==> src/rtl/staged_coincidence_filter_if.sv <==
// staged_coincidence_filter_if: signal inputs, configuration and trigger outputs of the coincidence filter
interface staged_coincidence_filter_if #(
  parameter int N_CH  = 2,
  parameter int W     = 8,
  parameter int CNT_W = 16
);
  logic [N_CH-1:0]       SIGNAL;
  logic                  read_mode;
  logic [2*N_CH+2*W-1:0] mconfig;
  logic                  TRIGGER_OUT;
  logic                  VETO_OUT;
  logic [CNT_W-1:0]      TRIGGER_COUNT;
  logic [1:0]            STATE;
  modport master (output SIGNAL, read_mode, mconfig, input TRIGGER_OUT, VETO_OUT, TRIGGER_COUNT, STATE);
  modport slave  (input SIGNAL, read_mode, mconfig, output TRIGGER_OUT, VETO_OUT, TRIGGER_COUNT, STATE);
endinterface

==> src/rtl/staged_coincidence_filter.sv <==
// staged_coincidence_filter: stage-1 rise opens a [MIN,MAX] delay window, stage-2 rise inside it triggers.
// Define STAGED_FILTER_VETO_EN to let a stage-1 rise inside an open window abort it with a VETO_OUT pulse.
module staged_coincidence_filter #(
  parameter int N_CH    = 2,
  parameter int W       = 8,
  parameter int HOLDOFF = 16,
  parameter int CNT_W   = 16
) (
  input logic CLK,
  input logic RESET,
  staged_coincidence_filter_if.slave bus
);
  localparam int HW = HOLDOFF > 1 ? $clog2(HOLDOFF) : 1;
  localparam logic [HW-1:0] H_LAST = HW'(HOLDOFF > 0 ? HOLDOFF - 1 : 0);
  typedef enum logic [1:0] {IDLE = 2'd0, ARMED = 2'd1, HOLD = 2'd2} state_t;
  state_t state, state_n;
  logic [N_CH-1:0] prev, rise, m1, m2;
  logic [W-1:0] mn, mx, c, c_n;
  logic [HW-1:0] h, h_n;
  logic [CNT_W-1:0] count, count_n;
  logic hit1, hit2, arm, qual, veto, trig, trig_n;
  assign m1   = bus.mconfig[N_CH-1:0];
  assign m2   = bus.mconfig[2*N_CH-1:N_CH];
  assign mn   = bus.mconfig[2*N_CH+W-1:2*N_CH];
  assign mx   = bus.mconfig[2*N_CH+2*W-1:2*N_CH+W];
  assign rise = bus.SIGNAL & ~prev;
  assign hit1 = |(rise & m1);
  assign hit2 = |(rise & m2);
  assign arm  = hit1 && mx != '0 && mn <= mx;
  assign qual = state == ARMED && !bus.read_mode && hit2 && c >= mn && c <= mx;
`ifdef STAGED_FILTER_VETO_EN
  logic veto_q;
  assign veto = state == ARMED && !bus.read_mode && hit1 && !qual;
  always_ff @(posedge CLK or negedge RESET)
    if (!RESET) veto_q <= 1'b0;
    else veto_q <= veto;
  assign bus.VETO_OUT = veto_q;
`else
  assign veto = 1'b0;
  assign bus.VETO_OUT = 1'b0;
`endif
  always_ff @(posedge CLK or negedge RESET)
    if (!RESET) begin
      state <= IDLE;
      prev  <= '0;
      c     <= '0;
      h     <= '0;
    end else begin
      state <= state_n;
      prev  <= bus.SIGNAL;
      c     <= c_n;
      h     <= h_n;
    end
  // the window closes on a qualifying hit, a veto or reaching MAX; holdoff is skipped when HOLDOFF is 0
  always_comb begin
    state_n = IDLE;
    c_n     = '0;
    h_n     = '0;
    if (bus.read_mode) state_n = IDLE;
    else if (state == IDLE) begin
      state_n = arm ? ARMED : IDLE;
      c_n     = arm ? W'(1) : '0;
    end else if (state == ARMED) begin
      state_n = qual ? (HOLDOFF > 0 ? HOLD : IDLE) : (veto || c == mx) ? IDLE : ARMED;
      c_n     = state_n == ARMED ? c + 1'b1 : '0;
    end else if (state == HOLD) begin
      state_n = h == H_LAST ? IDLE : HOLD;
      h_n     = state_n == HOLD ? h + 1'b1 : '0;
    end
  end
  always_comb begin
    trig_n  = qual;
    count_n = qual && !(&count) ? count + 1'b1 : count;
  end
  always_ff @(posedge CLK or negedge RESET)
    if (!RESET) begin
      trig  <= 1'b0;
      count <= '0;
    end else begin
      trig  <= trig_n;
      count <= count_n;
    end
  assign bus.TRIGGER_OUT   = trig;
  assign bus.TRIGGER_COUNT = count;
  assign bus.STATE         = state;
endmodule
==> src/flat_wrapper.sv <==
// flat-port wrapper written by rule: the top's interface ports become plain ports
module staged_coincidence_filter_flat 
#(
  parameter int N_CH    = 2,
  parameter int W       = 8,
  parameter int HOLDOFF = 16,
  parameter int CNT_W   = 16
)
  (CLK, RESET, bus_SIGNAL, bus_read_mode, bus_mconfig, bus_TRIGGER_OUT, bus_VETO_OUT, bus_TRIGGER_COUNT, bus_STATE);
  staged_coincidence_filter_if #(.N_CH(N_CH), .W(W), .CNT_W(CNT_W)) bus_i ();
  input logic CLK;
  input logic RESET;
  input wire logic [$bits(bus_i.SIGNAL)-1:0] bus_SIGNAL;
  input wire logic [$bits(bus_i.read_mode)-1:0] bus_read_mode;
  input wire logic [$bits(bus_i.mconfig)-1:0] bus_mconfig;
  output wire logic [$bits(bus_i.TRIGGER_OUT)-1:0] bus_TRIGGER_OUT;
  output wire logic [$bits(bus_i.VETO_OUT)-1:0] bus_VETO_OUT;
  output wire logic [$bits(bus_i.TRIGGER_COUNT)-1:0] bus_TRIGGER_COUNT;
  output wire logic [$bits(bus_i.STATE)-1:0] bus_STATE;
  assign bus_i.SIGNAL = bus_SIGNAL;
  assign bus_i.read_mode = bus_read_mode;
  assign bus_i.mconfig = bus_mconfig;
  assign bus_TRIGGER_OUT = bus_i.TRIGGER_OUT;
  assign bus_VETO_OUT = bus_i.VETO_OUT;
  assign bus_TRIGGER_COUNT = bus_i.TRIGGER_COUNT;
  assign bus_STATE = bus_i.STATE;
  staged_coincidence_filter #(.N_CH(N_CH), .W(W), .HOLDOFF(HOLDOFF), .CNT_W(CNT_W)) u_core (.CLK(CLK), .RESET(RESET), .bus(bus_i));
endmodule
==> config.mk <==
export PLATFORM = sky130hd
export DESIGN_NAME = staged_coincidence_filter_flat
export DESIGN_NICKNAME = d
export VERILOG_FILES = /design/src/rtl/staged_coincidence_filter_if.sv /design/src/rtl/staged_coincidence_filter.sv /design/src/flat_wrapper.sv
export SDC_FILE = /design/constraint.sdc
export NUM_CORES = 1
export LEC_CHECK = 0
export CORE_MARGIN = 2
export CORE_UTILIZATION = 50
export DETAILED_ROUTE_END_ITERATION = 7
export PLACE_DENSITY = 0.83
export SYNTH_ARGS = -nofsm -noshare
export SYNTH_HDL_FRONTEND = slang
export SYNTH_SLANG_ARGS = --single-unit
==> constraint.sdc <==
create_clock -name CLK -period 2.27 [get_ports CLK]
set_input_delay 0.681 -clock CLK [delete_from_list [all_inputs] [get_ports CLK]]
set_output_delay 0.681 -clock CLK [all_outputs]
set_load 0.05 [all_outputs]
# [After elaboration in Yosys (flattened, before gate mapping)]
# Cells that the tools add are included.
[totals] input_bits=25 regBits=33 out_inout_bits=20 elab_cells=54
[op_classes] n_addsub=3 n_reduce_logical=14 eq_ne=6 magnitude_cmp=3 bitwise=4 muxes=18
[ops] cell="8-bit 2-to-1 mux" n=4
[ops] cell="4-bit 2-to-1 mux" n=5
[ops] cell="16-bit by 1-bit adder with 16-bit output (second input constant)" n=1
[ops] cell="8-bit <= comparator" n=2
[ops] cell="16-bit AND reduction" n=1
[ops] cell="2-bit 2-to-1 mux" n=6
[ops] cell="8-bit by 1-bit adder with 8-bit output (second input constant)" n=1
[ops] cell="8-bit == test" n=1
[ops] cell="8-bit >= comparator" n=1
[ops] cell="8-bit nonzero test" n=1
[ops] cell="1-bit logical AND" n=7
[ops] cell="2-bit AND" n=3
[ops] cell="4-bit by 1-bit adder with 4-bit output (second input constant)" n=1
[ops] cell="2-bit by 1-bit == test with 1-bit output (second input constant)" n=2
[ops] cell="2-bit == test (second input constant)" n=2
[ops] cell="4-bit == test (second input constant)" n=1
[ops] cell="2-bit OR reduction" n=2
[ops] cell="1-bit 2-to-1 mux" n=3
[ops] cell="1-bit zero test" n=2
[ops] cell="2-bit zero test" n=1
[ops] cell="2-bit NOT" n=1

# [Logic depth before layout (Yosys ltp)]
[logic_depth] word_depth=13 ltp_mapped=9 ltp_nobuf=8

# [Least setup slack after synthesis]
# Ideal clock, no wire load.
[synth_path] path_type="input -> register" from="in bus_mconfig[10]" to="reg u_core.count[1], in the netlist u_core.bus.TRIGGER_COUNT[1]" cell_stages=8 path_slack_ns=-0.051 setup_ns=0.125 n_path_buf=0 required_time_ns=2.145 arrival_ns=2.196 cell_sequence="inv_1 ha_1 and3_1 nand2_1 o31a_1 nor3_4 nand3_2 mux2_4"
[synth_via] elab_chain_cells=4
[synth_rtl] item="from (decl)" line="flat_wrapper.sv:15" rtl="input wire logic [$bits(bus_i.mconfig)-1:0] bus_mconfig;"
[synth_rtl] item="8-bit >= comparator" line="staged_coincidence_filter.sv:30" rtl="assign qual = state == ARMED && !bus.read_mode && hit2 && c >= mn && c <= mx;"
[synth_rtl] item="1-bit logical AND (2 in series)" line="staged_coincidence_filter.sv:30"
[synth_rtl] item="1-bit logical AND" line="staged_coincidence_filter.sv:73" rtl="count_n = qual && !(&count) ? count + 1'b1 : count;"
[synth_rtl] item="to (signal assigned)" line="staged_coincidence_filter.sv:81" rtl="count <= count_n;"
[synth_rtl] item="to (decl)" line="staged_coincidence_filter.sv:20" rtl="logic [CNT_W-1:0] count, count_n;"
# No other way between the ends.
# A chain may end at the register's enable or synchronous reset.

# [Worst setup path in the final report]
[layout_path] from="reg u_core.count[6], in the netlist u_core.bus.TRIGGER_COUNT[6]" to="out bus_TRIGGER_COUNT[6]"
[layout_rtl] item="to (decl)" line="flat_wrapper.sv:18" rtl="output wire logic [$bits(bus_i.TRIGGER_COUNT)-1:0] bus_TRIGGER_COUNT;"
# No word-level cell between the ends.

==> flow_summary_export.csv <==
group,metric,value,unit
power_and_ir_drop,power.internal,917,uW
min_path,hold_class,"flop to flop",
setup_path,crit_fanout,4,
floorplan,initial_utilization,51.4,%
layout,syn_to_final_growth,42.5,%
clock_tree,cts_buffers,5,
floorplan,rows,24,
clock_tree,cts_sinks,33,
routing,wirelength,6.08,mm
layout,design_area,3160,um^2
yosys,synth.distinct_cells,49,
clock_tree,clkTransAtPathRegs,0.08,ns
place,place_area,2860,um^2
sta,fin_crit_sh,98.8,%
clock_tree,cts_root_buf,"clkbuf_8",
yosys,yosys_warnings,0,
yosys,synth.net_count,271,
sta,max-slew-margin-rel,65.8,%
setup_path,start_kind,"flop",
setup_path,timing.rr.end,"u_core.c[0]",
sta,slew_viol_final,0,
global_routing,grt_pass1_wl,9.23,mm
routing,drtAntennaViolNets,0,
power_and_ir_drop,vdd_drop_max,334,uV
floorplan,die_y,70.6,um
setup_path,worstPathCellList,"clkdlybuf4s50_1",
layout,fillers,303,
clock_tree,clock_path_buffers,2,
power_and_ir_drop,p_leak,0.00146,uW
yosys,synth-seq-cells,33,
global_routing,grt_pass1_vias,1937,
setup_path,critPathTopFamily,"buffers and inverters",
global_routing,antenna_found_initial,0,
setup_path,crit_type,"flop to output pin",
yosys,syn_avg_cell_area,10.1,um^2
clock_tree,cts_tree,"done",
sta,skew,0.00986,ns
power_and_ir_drop,p_per_area,403,nW/um^2
power_and_ir_drop,power_frac_comb,17.8,%
yosys,synth_edf_count,0,
setup_path,slowest_delay,0.84,ns
sta,min_period,2.24,ns
setup_path,end_kind,"output pin",
routing,initialDrtViolationCount,119,
sta,tns,0,ns
power_and_ir_drop,switching_share,28.1,%
global_routing,overflow,0,
setup_path,reg2reg_depth,9,
routing,wire_per_inst,17.6,um
floorplan,top_level_ports,45,
sta,final-setup-viol-count,0,
routing,dr.pass1.iters,4,
setup_path,r2r_setup_slack,0.06,ns
clock_tree,cts-htree-levels,2,
setup_path,reg2reg_from,"u_core.c[0]",
floorplan,die_x,70.6,um
floorplan,coreArea,4320,um^2
sta,tightestPinTransition,0.511,ns
clock_tree,clk_latency,0.29,ns
sta,finalHoldViolCount,0,
sta,clock.fmax,0.446,GHz
setup_path,cp-endpoint,"bus_TRIGGER_COUNT[6]",
yosys,ys_seq_area_share,37.2,%
setup_path,cp_num_cells,1,
routing,route.detailed.drc,0,
yosys,synth-async-reset-ratio,100,%
layout,layout.nets,345,
place,place_hpwl,3.82,mm
power_and_ir_drop,pwr-share-seq,47.0,%
run,drv_cap,0,
setup_path,arrival,1.56,ns
power_and_ir_drop,p_clk_share,35.1,%
global_routing,grt_max_degree,34,
yosys,synth_cells,219,
layout,antenna_cells,0,
yosys,synthFlopType,"dfrtp_1",
power_and_ir_drop,power_switching,358,uW
place,gp_congestion,0.808,
setup_path,critPathBufInv,1,
global_routing,gr-usage-all-layers,23.4,%
min_path,hold_start,"u_core.h[0]",
routing,viasPerCell,5.76,
layout,drive_gt1_share,36.7,%
floorplan,die_area,4990,um^2
setup_path,worst-endpoint-required,1.59,ns
yosys,synth.cell_area,2220,um^2
setup_path,startpoint,"u_core.bus.TRIGGER_COUNT[6]",
setup_path,slowest_stage,"clkdlybuf4s50_1",
routing,vias,1992,
outcome,run_status,"finished clean",
place,port_buffers,43,
[layer usage]
| metal | part of all wire, % | vias to the layer above | global-route usage [%] |
|---|---|---|---|
| met1 | 43 | 982 | 30.7 |
| met3 | 4.9 | 22 | 4.84 |
| met4 | 3.2 | 0 | 8.60 |
| met5 | 0 | - | 0 |
| li1 | - | 922 | - |
| met2 | 48 | 66 | 38.7 |
[metrics by stage]
| step | util [%] | std cells | hold WS (ns) | power (uW) | worst slack, ns |
|---|---|---|---|---|---|
| global route | 73.2 | 346 | 0.500 | 1320 | -0.0339 |
| finish | 73.2 | 346 | 0.476 | 1280 | 0.0279 |
| floorplan | - | 219 | 0.385 | 699 | -0.0277 |
| global placement | 66.2 | 334 | 0.457 | 797 | -0.573 |
| detailed placement | 66.2 | 334 | 0.467 | 804 | -0.651 |
| CTS | 72.1 | 346 | 0.477 | 1250 | 0.00156 |
[power groups by stage]
stage / Sequential, uW / Combinational, uW / Clock [uW]
after CTS: 599 / 207 / 448
after detailed placement: 609 / 195 / 0
final: 600 / 228 / 448
after global placement: 610 / 187 / 0
after global routing: 600 / 248 / 473
after floorplan: 617 / 82.6 / 0
[cell usage in the layout, fill, tap and decap left out, types with 9 or more instances in the layout]
cell,n
nand4_1,13
buf_4,29
clkdlybuf4s50_1,21
inv_2,12
ha_1,13
dfrtp_1,31
ha_4,10
nor2_1,9
xnor2_1,15
nand3_1,14
[worst register-to-register path, delay by kind of cell, from the launching register on]
| kind | cells | cell delay (ns) |
|---|---|---|
| AOI/OAI and AO/OA | 4 | 1.09 |
| adders and majority gates | 1 | 0.20 |
| buffers and inverters | 2 | 0.24 |
| DFF | 1 | 0.40 |
| and+or+nand+nor | 2 | 0.21 |
[worst min-delay path by stage]
stage / slack [ns] / cells after the start / endpoint
after floorplan: 0.39 / 0 / u_core.bus.STATE[0]
after global placement: 0.46 / 1 / u_core.h[0]
after detailed placement: 0.47 / 1 / u_core.h[0]
after CTS: 0.48 / 1 / u_core.h[0]
after global routing: 0.50 / 1 / u_core.h[0]
final: 0.48 / 1 / u_core.h[0]
[timing repair]
action | in CTS | in global routing
pin swaps | 33 | 12
setup buffers | 3 | 1
gates cloned | 1 | 0
gates resized for setup | 66 | 22
setup endpoints to repair | 27 | 26
hold buffers | 0 | 0
[area by class of cell]
class                   count  area, um^2  area share [%]
inverters                  18        67.6            2.14
clock inverters             3        17.5           0.554
multi-input cells         164        1500            47.5
well taps                  52        65.1            2.06
repair buffers             71         614            19.4
clock buffers               5        68.8            2.17
flip-flops and latches     33         828            26.2
[synth_stat cells (2+ instances only)]
master / instances / share of area, %
a31oi_1: 2 / 0.56
and3_2: 3 / 1.0
xor2_1: 7 / 2.8
a22oi_1: 2 / 0.68
and3_1: 6 / 1.7
nor3_4: 2 / 1.5
ha_1: 27 / 15
xnor2_1: 15 / 5.9
nor2b_1: 4 / 1.1
nand3_1: 14 / 3.2
inv_1: 17 / 2.9
o31a_1: 2 / 0.79
nand2_1: 8 / 1.4
nor2_1: 11 / 1.9
dfrtp_1: 33 / 37
nor3_1: 2 / 0.45
o21a_1: 2 / 0.68
o21ai_0: 4 / 0.90
a21o_1: 2 / 0.68
nor2_2: 6 / 1.7
buf_6: 2 / 1.0
and2_1: 4 / 1.1
a21oi_1: 6 / 1.4
nand4_1: 13 / 3.7
[flip-flops by register name (all words and copies together), names as in the netlist]
register and flops:
u_core.bus.STATE 2, u_core.bus.TRIGGER_COUNT 16, u_core.bus.TRIGGER_OUT 1, u_core.c 8, u_core.h 4, u_core.prev 2
[logic make-up after synthesis]
kind of cell,synth area share [%]
buf+inv,4.62
mux,1.13
other cells,0.169
xor+xnor,8.68
compound gates,9.92
flops,37.2
simple gates,23.1
fa+ha+maj,15.2
(Power assumes the default switching activity.)
